==> config.mk <==
export PLATFORM = sky130hd
export DESIGN_NAME = bcd_stopwatch_gen
export DESIGN_NICKNAME = d
export VERILOG_FILES = /design/src/rtl/bcd_pkg.sv /design/src/rtl/bcd_digit.sv /design/src/rtl/bcd_stopwatch_gen.sv
export SDC_FILE = /design/constraint.sdc
export NUM_CORES = 1
export LEC_CHECK = 0
export ABC_CLOCK_PERIOD_IN_PS = 2100
export BUFFER_PORTS_ARGS = -buffer_cell sky130_fd_sc_hd__buf_4
export CORE_ASPECT_RATIO = 1.75
export CORE_MARGIN = 2
export CORE_UTILIZATION = 35
export DETAILED_ROUTE_END_ITERATION = 10
export RECOVER_POWER = 100
export SLEW_MARGIN = 5
export SYNTH_ARGS = -nofsm -noshare
export SYNTH_HDL_FRONTEND = slang
export SYNTH_SLANG_ARGS = --single-unit
==> constraint.sdc <==
create_clock -name clk -period 2.1 [get_ports clk]
set_input_delay 0.21 -clock clk [delete_from_list [all_inputs] [get_ports clk]]
set_output_delay 0.21 -clock clk [all_outputs]
set_load 0.05 [all_outputs]
==> src/rtl/bcd_pkg.sv <==
// Shared BCD definitions for the stopwatch generator.
// Holds the digit width, the largest legal digit value and the digit type.
package bcd_pkg;
  localparam int unsigned BCD_W   = 4;
  localparam int unsigned BCD_MAX = 9;

  typedef logic [BCD_W-1:0] bcd_digit_t;
endpackage

==> src/rtl/bcd_digit.sv <==
// One BCD digit of an up/down counter chain.
// Ports:
//   clk - clock, rising edge
//   clr - synchronous active-high clear
//   en  - step enable (the prescaler tick)
//   up  - direction: 1 increments, 0 decrements
//   ci  - carry/borrow in; the digit steps when en && ci
//   q   - current digit value, always 0..9
//   co  - carry/borrow out: q is 9 when counting up, 0 when counting down
module bcd_digit
  import bcd_pkg::*;
(
  input  logic       clk,
  input  logic       clr,
  input  logic       en,
  input  logic       up,
  input  logic       ci,
  output bcd_digit_t q,
  output logic       co
);

  bcd_digit_t dig_q;
  bcd_digit_t dig_d;

  // Out-of-range codes are folded back into 0..9 so the digit can never
  // sit on a non-BCD value even if one were somehow loaded.
  always_comb begin
    dig_d = dig_q;
    if (en && ci) begin
      if (up) begin
        dig_d = (dig_q >= bcd_digit_t'(BCD_MAX)) ? '0 : dig_q + bcd_digit_t'(1);
      end else begin
        dig_d = (dig_q == '0 || dig_q > bcd_digit_t'(BCD_MAX)) ?
                bcd_digit_t'(BCD_MAX) : dig_q - bcd_digit_t'(1);
      end
    end
  end

  always_ff @(posedge clk) begin
    if (clr) begin
      dig_q <= '0;
    end else begin
      dig_q <= dig_d;
    end
  end

  assign q  = dig_q;
  assign co = up ? (dig_q == bcd_digit_t'(BCD_MAX)) : (dig_q == '0);

endmodule

==> src/rtl/bcd_stopwatch_gen.sv <==
// Multi-digit BCD up/down stopwatch with prescaler and optional lap capture.
// Configuration macro: STOPWATCH_LAP_EN builds the lap capture registers;
// when undefined, lap is ignored and lap_d / lap_valid are tied to 0.
// Ports:
//   clk       - clock, rising edge
//   clr       - synchronous active-high clear, highest priority
//   go        - prescaler enable
//   up        - count direction (1 up, 0 down)
//   lap       - single-cycle capture strobe
//   d         - registered BCD count, digit 0 in bits [3:0]
//   lap_d     - registered captured count
//   lap_valid - one-cycle pulse after each capture
//   tick      - combinational step strobe
//   wrap      - registered one-cycle pulse when the count wraps
module bcd_stopwatch_gen
  import bcd_pkg::*;
#(
  parameter int unsigned NDIG = 3,
  parameter int unsigned DVSR = 10000000,
  parameter int unsigned PW   = $clog2(DVSR)
) (
  input  logic                  clk,
  input  logic                  clr,
  input  logic                  go,
  input  logic                  up,
  input  logic                  lap,
  output logic [BCD_W*NDIG-1:0] d,
  output logic [BCD_W*NDIG-1:0] lap_d,
  output logic                  lap_valid,
  output logic                  tick,
  output logic                  wrap
);

  logic [PW-1:0] cnt_q;
  logic [PW-1:0] cnt_d;
  logic          wrap_q;
  logic          wrap_d;
  logic [NDIG:0] ci;
  logic [NDIG-1:0] co;

  assign tick = go && (cnt_q == PW'(DVSR - 1));

  always_comb begin
    cnt_d = cnt_q;
    if (go) begin
      cnt_d = tick ? '0 : cnt_q + PW'(1);
    end
  end

  // ci[i] = tick AND co of every lower digit; ci[NDIG] therefore marks a
  // step that rolls the whole count over.
  assign ci[0] = tick;

  for (genvar i = 0; i < NDIG; i++) begin : g_dig
    bcd_digit u_dig (
      .clk (clk),
      .clr (clr),
      .en  (tick),
      .up  (up),
      .ci  (ci[i]),
      .q   (d[BCD_W*i +: BCD_W]),
      .co  (co[i])
    );
    assign ci[i+1] = ci[i] & co[i];
  end

  assign wrap_d = ci[NDIG];

  always_ff @(posedge clk) begin
    if (clr) begin
      cnt_q  <= '0;
      wrap_q <= 1'b0;
    end else begin
      cnt_q  <= cnt_d;
      wrap_q <= wrap_d;
    end
  end

  assign wrap = wrap_q;

`ifdef STOPWATCH_LAP_EN
  logic [BCD_W*NDIG-1:0] lap_val_q;
  logic [BCD_W*NDIG-1:0] lap_val_d;
  logic                  lap_valid_q;
  logic                  lap_valid_d;

  // d is the pre-update register value here, so a step on the lap edge
  // is not captured.
  always_comb begin
    lap_val_d   = lap ? d : lap_val_q;
    lap_valid_d = lap;
  end

  always_ff @(posedge clk) begin
    if (clr) begin
      lap_val_q   <= '0;
      lap_valid_q <= 1'b0;
    end else begin
      lap_val_q   <= lap_val_d;
      lap_valid_q <= lap_valid_d;
    end
  end

  assign lap_d     = lap_val_q;
  assign lap_valid = lap_valid_q;
`else
  logic unused_lap;
  assign unused_lap = lap;
  assign lap_d      = '0;
  assign lap_valid  = 1'b0;
`endif

endmodule

==> out/results.md <==
| Stage | Item | Reported |
|:---|:---|:---|
| outcome | Run status | complete, no violations |
| clock tree | H-Tree Depth | 2 |
| routing | Total number of vias | 2626 |
| placement | Pre-CTS WS | -0.03189 ns |
| logic synthesis | Top cells by count, synth | 37 x dfxtp_1, 25 x nand2_1, 24 x a21oi_1, 24 x nor2_1, 16 x o21ai_0 |
| worst setup path | Worst reg2reg endpoint | g_dig[2].u_dig.q[0] |
| global routing | Wire length of the first global-routing pass | 11830 um |
| power | Power Density | 488.0 nW/um^2 |
| timing | Headroom to the max-slew limit | 60.10% |
| routing | First drt pass iteration count | 4 |
| worst setup path | Capturing element type of the critical path | output port |
| global routing | Antenna violations before repair | 0 |
| logic synthesis | Number of instances in the synthesized netlist | 331 |
| routing | Count of nets left with antenna violations after detail routing | 0 |
| cells and area | Fraction of final layout cells sized beyond drive strength 1 | 20.21% |
| worst setup path | Worst Reg2Reg Path Length in Cells | 6 |
| worst setup path | Crit Reg-Reg Startpoint | g_dig[0].u_dig.q[0] |
| logic synthesis | Number of enable flip-flop cells after synthesis | 0 |
| timing | Final hold violation count | 0 |
| floorplan | Starting utilization of the core area | 36.27% |
| logic synthesis | FF+latch count, synth | 37 |
| placement | Global placement routability congestion | 0.8388 |
| floorplan | Number of top-level pins | 32 |
| global routing | Vias in the first global route | 2528 |
| worst setup path | Worst reg-to-reg setup slack | 0.08 ns |
| floorplan | Area of the die | 8232 sq um |
| placement | Number of buffer cells added on primary ports | 17 |
| worst setup path | Crit path kind | flop to output port |
| cells and area | Relative area change from synthesis to final layout | 21.65% |
| logic synthesis | Synthesized area divided by synthesized cell count | 7.927 sq um |
| clock tree | Master cell of the clock root buffer | clkbuf_16 |
| cells and area | Ant. Diodes | 0 |
| flow run | Max capacitance violation total | 0 |
| cells and area | Layout net count | 395 |
| clock tree | Clock slew at reported path FFs | 0.06 ns |
| power | Clock Power Share | 46.5% |
| global routing | Overflow left after global routing | 0 |
| routing | Count of routing violations after the opening detailed-route iteration | 91 |
| timing | Total of endpoints with negative setup slack in the final report | 0 |
| power | Design internal power | 1176 uW |
| worst setup path | Required time of the critical path | 1.89 ns |
| floorplan | Number of rows in the core area | 41 |
| routing | Detailed-route wire length per cell | 14.99 um |
| logic synthesis | Unique cell type count in the Yosys netlist | 56 |
| power | Net switching power | 382.0 uW |
| placement | Estimated wirelength of the detail-placed design | 5264 um |
| logic synthesis | Most frequent cell after synthesis | dfxtp_1 |
| routing | Ratio of routed vias to standard cells | 5.623 |
| worst setup path | CP max FO | 6 |
| floorplan | Horizontal extent of the die | 69.45 um |
| power | Proportion of total power due to net switching | 24.53% |
| timing | Maximum clock frequency | 495.7 MHz |
| power | Part of the total power dissipated in sequential elements | 45.5% |
| global routing | All-Layer GR Usage | 17.48% |
| clock tree | Clock Tree Buf Depth | 2 |
| logic synthesis | Cells taking the most area after synthesis | dfxtp_1 28%, ha_1 4.8%, a21oi_1 4.6%, buf_4 3.7%, nand2_1 3.6% |
| routing | Total DRC errors in the routed layout | 0 |
| timing | Fin worst setup slack | 0.08254 ns |
| timing | Tightest Pin Transition | 0.6011 ns |
| logic synthesis | Area leader, netlist | dfxtp_1 |
| clock tree | Clock Latency Late Sink | 0.28 ns |
| floorplan | Vertical extent of the die | 118.5 um |
| logic synthesis | Share of async-settable or async-resettable flops after synthesis | 0% |
| worst setup path | Launching instance or port of the critical path | cnt_q[1] |
| clock tree | Clock tree from TritonCTS | built |
| logic synthesis | Warning count from the yosys run | 0 |
| worst setup path | Critical path capture point | tick |
| clock tree | Clk sink count | 37 |
| worst setup path | Signal arrival time at the worst endpoint | 1.81 ns |
| timing | Period utilization | 96.07% |
| logic synthesis | Sequential element share of the synthesized area | 28.23% |
| power | Static Leakage | 0.001120 uW |
| timing | Worst slack on hold paths | 0.2436 ns |
| clock tree | Number of buffers inserted during clock tree synthesis | 5 |
| logic synthesis | Predominant post-synthesis flop cell | dfxtp_1 |
| floorplan | Placeable core area | 7233 sq um |
| power | Combinational fraction of design power | 8.0% |
| logic synthesis | Portion of synthesized cell area occupied by the leading cell type | 28.23% |
| timing | RSZ-0062 raised after global routing | no |
| timing | Final Max Slew Viols | 0 |
| timing | Worst Clk Skew | 0.007405 ns |
| power | Peak supply drop | 307.5 uV |
| routing | Total wire length after detailed routing | 7002 um |
| global routing | Largest net degree at the start of global routing | 21 |
| worst setup path | Type of element launching the critical path | flop |
| worst hold path | Type of the worst min-delay path | input pin to flop |
| logic synthesis | Cell Area, Synth | 2624 sq um |
| timing | Final critical delay including setup and external delays | 2.017 ns |
==> final cells by class <==
cell class                      count  area (sq um)
Clock buffer                        8         136.4
Fill cell                         736          4041
Inverter                           15         56.30
Multi-Input combinational cell    263          1754
Sequential cell                    37         754.5
Tap cell                           86         107.6
Timing Repair Buffer               58         382.9
==> metrics by stage <==
stage	total power, uW	setup TNS (ns)	std cells	area (sq um)	util (%)
final	1558	0	467	3192	44.13
after global routing	1612	0	467	3192	44.13
after CTS	1577	0	461	3192	44.13
after detailed placement	845.2	-0.03189	452	3025	41.83
after global placement	844.4	0	452	3025	41.83
after floorplan	836.6	-0.2036	343	2681	-
==> layer usage <==
metal,share of wire (%),GRT usage [%],vias to the layer above
met1,38,17.49,1254
met5,0,0,-
met4,2.8,8.946,0
li1,-,-,1302
met3,2.8,3.069,17
met2,57,33.41,53
==> cells in the final DEF (no fill, tap or decap), types with 9 or more instances in the layout <==
cell and count:
inv_1 13, ha_1 9, nor3_1 10, a21oi_1 25, clkbuf_1 18, nand3_1 9, nor2_1 23, or3_1 9
nand4_1 13, buf_4 40, conb_1 13, nand2_1 25, o21ai_0 15, dfxtp_1 30
==> cell families after synthesis <==
family | synth area share [%]
AOI/OAI and AO/OA | 19.65
xor gates and xnor gates | 3.672
adders and majority gates | 4.769
buffers and inverters | 8.202
other | 0.1429
muxes | 2.384
DFF | 28.23
and+or+nand+nor | 32.95
==> sequential cells by signal, indices dropped and copies added, names as in the netlist <==
name,count
wrap,1
g_dig.u_dig.q,12
cnt_q,24
==> critical path: stages (launching register included) <==
cell and delay (ns):
dfxtp_2 0.37, ha_4 0.15, nand3_2 0.09, or4_4 0.60, nor2_4 0.14, buf_6 0.16
==> worst min path at each step <==
stage / start / to / slack [ns] / depth (start not counted)
4_1_cts: clr / g_dig[0].u_dig.q[1] / 0.23 / 2
6_report: clr / g_dig[0].u_dig.q[1] / 0.24 / 2
2_1_floorplan: cnt_q[23] / cnt_q[23] / 0.46 / 2
3_5_place_dp: cnt_q[23] / cnt_q[23] / 0.49 / 2
5_1_grt: clr / g_dig[0].u_dig.q[1] / 0.25 / 2
3_3_place_gp: cnt_q[23] / cnt_q[23] / 0.47 / 2
==> timing repair <==
action,CTS,global route
pin swaps,3,7
buffers inserted,1,6
setup endpoints to repair,2,8
hold buffers,0,0
resized for setup,5,10
endpoints found under the hold margin,0,0
==> power by group through the flow <==
stage / Clock (uW) / Combinational, uW / Sequential [uW]
floorplan: 0 / 115 / 722
global placement: 0 / 123 / 722
detailed placement: 0 / 123 / 722
CTS: 743 / 126 / 707
global route: 769 / 134 / 709
finish: 724 / 125 / 709
(Power assumes the default switching activity.)
